$ cat config.mk
export PLATFORM = sky130hd
export DESIGN_NAME = ltpi_data_channel_requester
export DESIGN_NICKNAME = d
export VERILOG_FILES = /design/src/rtl/ltpi_data_channel_requester.sv
export SDC_FILE = /design/constraint.sdc
export NUM_CORES = 1
export LEC_CHECK = 0
export BUFFER_PORTS_ARGS = -buffer_cell sky130_fd_sc_hd__buf_4
export CELL_PAD_IN_SITES_DETAIL_PLACEMENT = 0
export CELL_PAD_IN_SITES_GLOBAL_PLACEMENT = 1
export CORE_MARGIN = 4
export CORE_UTILIZATION = 33
export CTS_CLUSTER_DIAMETER = 80
export DETAILED_ROUTE_END_ITERATION = 8
export GPL_ROUTABILITY_DRIVEN = 1
export PLACE_DENSITY = 0.87
export SETUP_SLACK_MARGIN = 0.5
export SLEW_MARGIN = 20
export SYNTH_ARGS = -nofsm -noshare
export SYNTH_HDL_FRONTEND = slang
export SYNTH_SLANG_ARGS = --single-unit
$ cat constraint.sdc
create_clock -name clk -period 2.6 [get_ports clk]
set_clock_uncertainty 0.2 [all_clocks]
set_input_delay 0.65 -clock clk [delete_from_list [all_inputs] [get_ports clk]]
set_output_delay 0.65 -clock clk [all_outputs]
set_load 0.02 [all_outputs]
$ cat src/rtl/ltpi_data_channel_requester.sv
// rtl/ltpi_data_channel_requester.sv - LTPI data channel initiator, one outstanding read/write
//
// Purpose: turns a local command/response port into LTPI data channel
// requests. It raises req_valid toward the PHY and waits for req_ack. It also
// waits for the matching single-cycle completion on resp_valid. When both
// have been seen, or the timeout expires, it emits a one-cycle rsp_valid.
//
// Ports:
//   clk, reset_n         clock, asynchronous active-low reset
//   cmd_valid/cmd_ready  local command handshake
//   cmd_write/addr/...   command fields (write flag, address, data, byte enables)
//   rsp_valid            one-cycle completion pulse toward the local side
//   rsp_rdata            read data (0 for writes and timeouts)
//   rsp_error            non-zero operation_status, or timeout
//   rsp_timeout          completion produced by the timeout
//   busy                 a transaction is outstanding
//   stray_cnt            saturating count of discarded completions
//   req_valid/req_ack    four-phase request handshake toward the PHY
//   req                  request payload
//   resp_valid/resp      completion strobe and payload from the PHY

package ltpi_data_channel_pkg;

  typedef enum logic [7:0] {
    READ_REQ   = 8'h00,
    WRITE_REQ  = 8'h01,
    READ_COMP  = 8'h02,
    WRITE_COMP = 8'h03
  } dc_command_t;

  typedef struct packed {
    logic [7:0]      tag;
    dc_command_t     command;
    logic [3:0][7:0] address;
    logic [3:0][7:0] data;
    logic [3:0]      byte_en;
    logic [7:0]      operation_status;
  } Data_channel_payload_t;

endpackage

module ltpi_data_channel_requester
  import ltpi_data_channel_pkg::*;
#(
  parameter int unsigned TIMEOUT_CYCLES = 1024
) (
  input  logic                  clk,
  input  logic                  reset_n,
  input  logic                  cmd_valid,
  output logic                  cmd_ready,
  input  logic                  cmd_write,
  input  logic [31:0]           cmd_addr,
  input  logic [31:0]           cmd_wdata,
  input  logic [3:0]            cmd_byte_en,
  output logic                  rsp_valid,
  output logic [31:0]           rsp_rdata,
  output logic                  rsp_error,
  output logic                  rsp_timeout,
  output logic                  busy,
  output logic [7:0]            stray_cnt,
  output logic                  req_valid,
  input  logic                  req_ack,
  output Data_channel_payload_t req,
  input  logic                  resp_valid,
  input  Data_channel_payload_t resp
);

  typedef enum logic [1:0] {IDLE, REQ, WAIT_RESP, DONE} state_t;

  // Timeout fires when the counter holds this value on an edge.
  localparam logic [15:0] TMO_LAST = 16'(TIMEOUT_CYCLES - 1);

  state_t          state;
  logic [7:0]      tag_cnt;
  logic            ack_seen;
  logic            resp_seen;
  logic [3:0][7:0] cap_data;
  logic [7:0]      cap_status;
  logic [15:0]     tmo_cnt;

  logic            in_flight;
  logic            cur_write;
  dc_command_t     exp_comp;
  logic            resp_match;
  logic            ack_now;
  logic            resp_now;
  logic [3:0][7:0] fin_data;
  logic [7:0]      fin_status;
  logic            unused_resp_fields;

  // "_now" terms fold this edge's ack/match into the sticky flags so a
  // completion on the deciding edge is not lost to a one-cycle delay, and a
  // match on the timeout edge still counts as a normal completion.
  always_comb begin
    in_flight  = (state == REQ) || (state == WAIT_RESP);
    cur_write  = (req.command == WRITE_REQ);
    exp_comp   = cur_write ? WRITE_COMP : READ_COMP;
    resp_match = in_flight && resp_valid && !resp_seen &&
                 (resp.tag == req.tag) && (resp.command == exp_comp);
    ack_now    = ack_seen || ((state == REQ) && req_ack);
    resp_now   = resp_seen || resp_match;
    fin_data   = resp_match ? resp.data : cap_data;
    fin_status = resp_match ? resp.operation_status : cap_status;
  end

  assign unused_resp_fields = ^{resp.address, resp.byte_en};

  // A new request is never offered while the PHY still holds the previous ack.
  assign cmd_ready = (state == IDLE) && !req_ack;
  assign busy      = (state != IDLE);

  always_ff @(posedge clk or negedge reset_n) begin
    if (!reset_n) begin
      state       <= IDLE;
      tag_cnt     <= '0;
      ack_seen    <= 1'b0;
      resp_seen   <= 1'b0;
      cap_data    <= '0;
      cap_status  <= '0;
      tmo_cnt     <= '0;
      req         <= '0;
      req_valid   <= 1'b0;
      rsp_valid   <= 1'b0;
      rsp_rdata   <= '0;
      rsp_error   <= 1'b0;
      rsp_timeout <= 1'b0;
      stray_cnt   <= '0;
    end else begin
      // Anything on resp_valid that is not the expected completion is dropped.
      if (resp_valid && !resp_match && (stray_cnt != 8'hFF)) begin
        stray_cnt <= stray_cnt + 8'd1;
      end

      case (state)
        IDLE: begin
          if (cmd_valid && cmd_ready) begin
            req.tag              <= tag_cnt;
            req.command          <= cmd_write ? WRITE_REQ : READ_REQ;
            req.address          <= cmd_addr;
            req.data             <= cmd_write ? cmd_wdata : 32'h0;
            req.byte_en          <= cmd_byte_en;
            req.operation_status <= '0;
            req_valid            <= 1'b1;
            ack_seen             <= 1'b0;
            resp_seen            <= 1'b0;
            tmo_cnt              <= '0;
            state                <= REQ;
          end
        end

        REQ, WAIT_RESP: begin
          tmo_cnt <= tmo_cnt + 16'd1;
          if ((state == REQ) && req_ack) begin
            ack_seen  <= 1'b1;
            req_valid <= 1'b0;
          end
          if (resp_match) begin
            resp_seen  <= 1'b1;
            cap_data   <= resp.data;
            cap_status <= resp.operation_status;
          end

          if (ack_now && resp_now) begin
            state       <= DONE;
            req_valid   <= 1'b0;
            rsp_valid   <= 1'b1;
            rsp_rdata   <= cur_write ? 32'h0 : fin_data;
            rsp_error   <= (fin_status != 8'h00);
            rsp_timeout <= 1'b0;
          end else if (tmo_cnt == TMO_LAST) begin
            state       <= DONE;
            req_valid   <= 1'b0;
            rsp_valid   <= 1'b1;
            rsp_rdata   <= '0;
            rsp_error   <= 1'b1;
            rsp_timeout <= 1'b1;
          end else if ((state == REQ) && req_ack) begin
            state <= WAIT_RESP;
          end
        end

        DONE: begin
          // Advancing the tag here also turns a late completion for a
          // timed-out transaction into a stray.
          rsp_valid   <= 1'b0;
          rsp_rdata   <= '0;
          rsp_error   <= 1'b0;
          rsp_timeout <= 1'b0;
          tag_cnt     <= tag_cnt + 8'd1;
          state       <= IDLE;
        end

        default: state <= IDLE;
      endcase
    end
  end

endmodule

# Word level (Yosys, flattened, before mapping)
# Index checks and enable logic that the tools add are counted.
totals:
  out_inout_bits: 138
  regBits: 196
  wordCells: 105
  input_bits: 166
op_classes:
  n_eq_ne: 13
  reduce_logical: 29
  addsub: 3
  muxes: 33
op_table:
  columns: ["op", "n"]
  rows:
  - ["32-bit 2-to-1 mux", 5]
  - ["32-bit one-hot mux with 2 select lines", 1]
  - ["16-bit one-hot mux with 2 select lines", 1]
  - ["16-bit by 1-bit adder with 16-bit output (second input constant)", 1]
  - ["8-bit by 1-bit adder with 8-bit output (second input constant)", 2]
  - ["16-bit by 10-bit equality test with 1-bit output (second input constant)", 1]
  - ["16-bit 2-to-1 mux", 1]
  - ["1-bit 2-to-1 mux", 13]
  - ["1-bit one-hot mux with 2 select lines", 6]
  - ["1-bit logical AND", 10]
  - ["3-bit AND reduction", 3]
  - ["8-bit by 1-bit equality test with 1-bit output (second input constant)", 1]
  - ["8-bit by 2-bit equality test with 1-bit output", 1]
  - ["8-bit equality test", 1]
  - ["2-bit 2-to-1 mux", 4]
  - ["8-bit 2-to-1 mux", 1]
  - ["8-bit inequality test (second input constant)", 1]
  - ["2-bit AND reduction", 4]
  - ["8-bit nonzero test", 1]
  - ["2-bit one-hot mux with 3 select lines", 1]
  - ["2-bit nonzero test", 3]
  - ["2-bit equality test (second input constant)", 2]
  - ["2-bit inequality test (second input constant)", 2]
  - ["4-bit inequality test (second input constant)", 1]
  - ["other kinds (7)", 11]

# Depth between registers and ports, before layout
logic_depth:
  depth_word: 10
  depth_mapped: 9
  mapped_depth_nobuf: 7

# Least setup slack after synthesis
# Ideal clock, no wire load.
synth_timing:
  path_kind: "reg2reg"
  from: "register state[0]"
  to: "register rsp_rdata[0]"
  stages_incl_launch_ff: 9
  required_time_ps: 2268
  n_path_buf: 1
  arrival_time_ps: 2155
  setup_ps: 132
  synth_period_minus_slack_ps: 2487
  path_slack_ps: 113
  cell_sequence: "dfrtp_1 inv_1 ha_1 nor4b_2 nand4_1 or3_1 a211oi_4 buf_6 o22ai_2"
synth_via:
  elab_chain_len: 10
  elab_cells_between_ends: 20
  cone_classes: "4 x eq/ne; 4 x mux; 12 x reduce/logical"
synth_rtl:
  columns: ["element", "line_no", "rtl"]
  rows:
  - ["start: declaration", "73", "state_t state;"]
  - ["start signal: assignment", "114", "state <= IDLE;"]
  - ["start signal: assignment", "147", "state <= REQ;"]
  - ["start signal: assignment", "164", "state <= DONE;"]
  - ["2-bit by 1-bit equality test with 1-bit output or 2-bit equality test (tied branches)", "95", "in_flight = (state == REQ) || (state == WAIT_RESP);"]
  - ["1-bit logical OR *", "95", null]
  - ["named net in_flight", "81", "logic in_flight;"]
  - ["1-bit logical AND * (3 in series)", "98", "resp_match = in_flight && resp_valid && !resp_seen &&"]
  - ["1-bit logical AND *", "99", "(resp.tag == req.tag) && (resp.command == exp_comp);"]
  - ["32-bit 2-to-1 mux or 1-bit logical OR (tied branches)", null, null]
  - ["32-bit 2-to-1 mux or 1-bit logical AND (tied branches)", "167, 163", null]
  - ["32-bit 2-to-1 mux or 3-bit inequality test (tied branches)", null, null]
  - ["32-bit one-hot mux with 2 select lines or 2-bit AND reduction (tied branches)", null, null]
  - ["end signal: assignment", "167", "rsp_rdata <= cur_write ? 32'h0 : fin_data;"]
  - ["end: declaration", "56", "output logic [31:0] rsp_rdata,"]
# The timed path passes the listed nets; every way through them passes the cells marked *.
# A chain may end at the register's enable or synchronous reset.

# Worst setup path after layout
layout_timing:
  from: "register tmo_cnt[12]"
  to: "register rsp_rdata[4]"
layout_via:
  elab_chain_len: 3
layout_rtl:
  columns: ["element", "line_no", "rtl"]
  rows:
  - ["start: declaration", "79", "logic [15:0] tmo_cnt;"]
  - ["start signal: assignment", "152", "tmo_cnt <= tmo_cnt + 16'd1;"]
  - ["16-bit by 10-bit equality test with 1-bit output", "170", "end else if (tmo_cnt == TMO_LAST) begin"]
  - ["3-bit inequality test (no line)", null, null]
  - ["2-bit AND reduction (no line)", null, null]
# Every way passes these cells.

==> summary.txt <==
Outcome - completed
FF+latch count, synth - 189
Hold Path Class - in -> reg
Routed vias - 6584
Setup TNS - 0 ns
DP Worst Slack - -0.0700 ns
Clk sinks - 189
EDFF count, synth - 0
RD Place Congestion - 0.782
Top cell type's share of synthesized area - 0.585
Async SR Flop Fraction - 1.00
Clock period minus final worst setup slack - 2.48 ns
Core area - 24200 um2
Hpwl dp - 15.7 mm
Max-slew headroom - 0.311
Die ar. - 27100 um2
Largest cells by area after synthesis - dfrtp_1, nand2_1, mux2i_1
CTS tree - done
Vias in the first global route - 6606
Initial antenna violation count - 0
I/O Buffers - 252
Synth warnings - 0
RSZ-0062 raised after global routing - yes
Worst vdd ir - 0.597 mV
Critical Path RT - 2.70 ns
Starting Density - 0.334
Startpoint Class - flip-flop
Die Span X - 164 um
Layout Nets - 1283
Power per cell area - 944 nW/um2
Antenna viol nets, final - 0
Worst slew pin tran - 1.03 ns
Count of cell types in the netlist - 49
Site row count - 57
1st-pass router iterations - 4
Latest clock arrival within the worst-skew pair - 0.42 ns
DR DRC count - 0
WL per Instance - 16.3 um
Worst setup margin - 0.119 ns
Global-route wire length before repair - 35.3 mm
Mapped Cells - 792
Die Ht - 164 um
Max Cap Viol - 0
WP data arrival - 2.58 ns
Clock Path Buffers - 2
Count leader, synth - nand2_1
R2R cell count - 7
DRT iter0 DRCs - 305
Clock-pin transition on the worst setup and hold timing paths - 0.07 ns
Period utilization - 0.954
Ratio of cells with drive above 1 in the final layout - 0.417
H-tree Lvls - 4
Final hold violation count - 0
Crit path max fanout - 8
Root Driver - clkbuf_16
Min-Delay Path Depth - 3
Endpoint class of the critical path - flip-flop
Seq/Total Area, Yosys - 0.585
P&R area growth vs syn - 54.5%
Upper clock frequency limit - 0.403 GHz
Critical path type - reg -> reg
GRT Total Usage - 0.166
Antenna diodes - 0
Max-slew violations - 0
Syn avg cell area - 10.2 um2
Top post-synthesis cells by count - nand2_1, dfrtp_1, inv_1
Primary FF master, synth - dfrtp_1
Inserted Clock Buffers - 17
Cell area after synthesis - 8080 um2
Pin count of the biggest net entering global routing - 60
Total grt overflow - 0
Area leader, netlist - dfrtp_1
Final setup vio count - 0
Static Leak - 6.26 nW
Total Wirelength - 23.6 mm
Vias per cell - 4.55
Ports - 304
timing repair:
item                                   4_1_cts  5_1_grt
endpoints found under the hold margin       12        0
pin swaps                                   12       20
gates cloned                                 5        5
setup endpoints to repair                  116      131
hold buffers                                 1        0
buffers inserted                            20       15
gates resized for setup                     55       81
per-stage QoR:
stage / hold WS, ns / instances / util / cell area [um2] / total power [mW]
after floorplan: 0.154 / 806 / - / 8240 / 6.44
after global placement: 0.258 / 1370 / 0.439 / 10600 / 8.16
after detailed placement: 0.264 / 1370 / 0.439 / 10600 / 8.24
after CTS: 0.186 / 1427 / 0.487 / 11800 / 11.2
after global routing: 0.192 / 1447 / 0.516 / 12500 / 12.5
final: 0.210 / 1447 / 0.516 / 12500 / 11.8
cell usage in the layout (no fill, tap or decap), types with 3 or more instances in the layout:
cell type and count:
o22ai_1 7, dfrtp_1 189, o22ai_4 5, a21oi_1 8
buf_12 14, o22ai_2 22, nand3_1 8, mux2_2 9
nand2_1 221, nor2_1 26, nor4_1 3, buf_16 5
clkinv_2 3, xor2_1 21, inv_2 3, mux2i_4 27
clkbuf_16 21, buf_6 23, o21ai_0 33, inv_1 68
nor3_4 4, nand4_1 14, mux2i_1 4, buf_8 5
ha_1 5, xnor2_1 16, conb_1 15, buf_4 284
layer usage:
metal | wire (um) | share of wire | GRT usage
met2 | 11600 | 0.49 | 0.269
met5 | 0 | 0 | 0
met4 | 195 | 0.0083 | 0.0401
met3 | 2140 | 0.091 | 0.0619
met1 | 9740 | 0.41 | 0.211
worst paths after layout:
check | start | to | slack [ns]
max | tmo_cnt[12]$_DFFE_PN0P_ | rsp_rdata[4]$_DFFE_PN0P_ | 0.12
min | cmd_addr[17] | req[61]$_DFFE_PN0P_ | 0.21
max reg2reg | tmo_cnt[12]$_DFFE_PN0P_ | rsp_rdata[4]$_DFFE_PN0P_ | 0.12
min reg2reg | req[51]$_DFFE_PN0P_ | req[51]$_DFFE_PN0P_ | 0.28
max in group asynchronous | reset_n | req[67]$_DFFE_PN0P_ | 1.03
min in group asynchronous | reset_n | rsp_rdata[0]$_DFFE_PN0P_ | 0.56
registers in the layout (all words and copies together) (netlist names):
signal	count
rsp_timeout	1
rsp_error	1
ack_seen	1
stray_cnt	8
tmo_cnt	16
rsp_rdata	32
req_valid	1
rsp_valid	1
tag_cnt	8
req	77
state	2
cap_status	8
resp_seen	1
cap_data	32
worst max-delay path, cell delays in order, from the launching register on:
cell and delay (ns):
dfrtp_1 0.42, or4_4 0.57, nor4b_4 0.28, a21oi_1 0.16
a211oi_4 0.30, buf_6 0.19, clkbuf_16 0.18, o22ai_2 0.08
power by group:
part / total [mW] / switching [mW] / internal [mW]
sequential: 4.17 / 0.509 / 3.66
clock: 2.63 / 1.18 / 1.45
combinational: 5.00 / 2.74 / 2.25
final cells by class:
type,count,area (um2)
clock buffer,19,443
clock inverter,12,136
fill,2117,11700
inverter,72,273
multi-input combinational,493,3490
sequential,189,4730
tap,324,405
timing repair buffer,338,3010
cell families after synthesis:
kind of cell               share of synthesized area
muxes                                         0.0548
DFF                                            0.585
AOI/OAI and AO/OA                             0.0740
buffers and inverters                         0.0740
other                                       0.000464
adders and majority gates                    0.00929
xor gates and xnor gates                      0.0401
and+or+nand+nor                                0.162
Note: power is estimated with default switching activity, not from simulation.
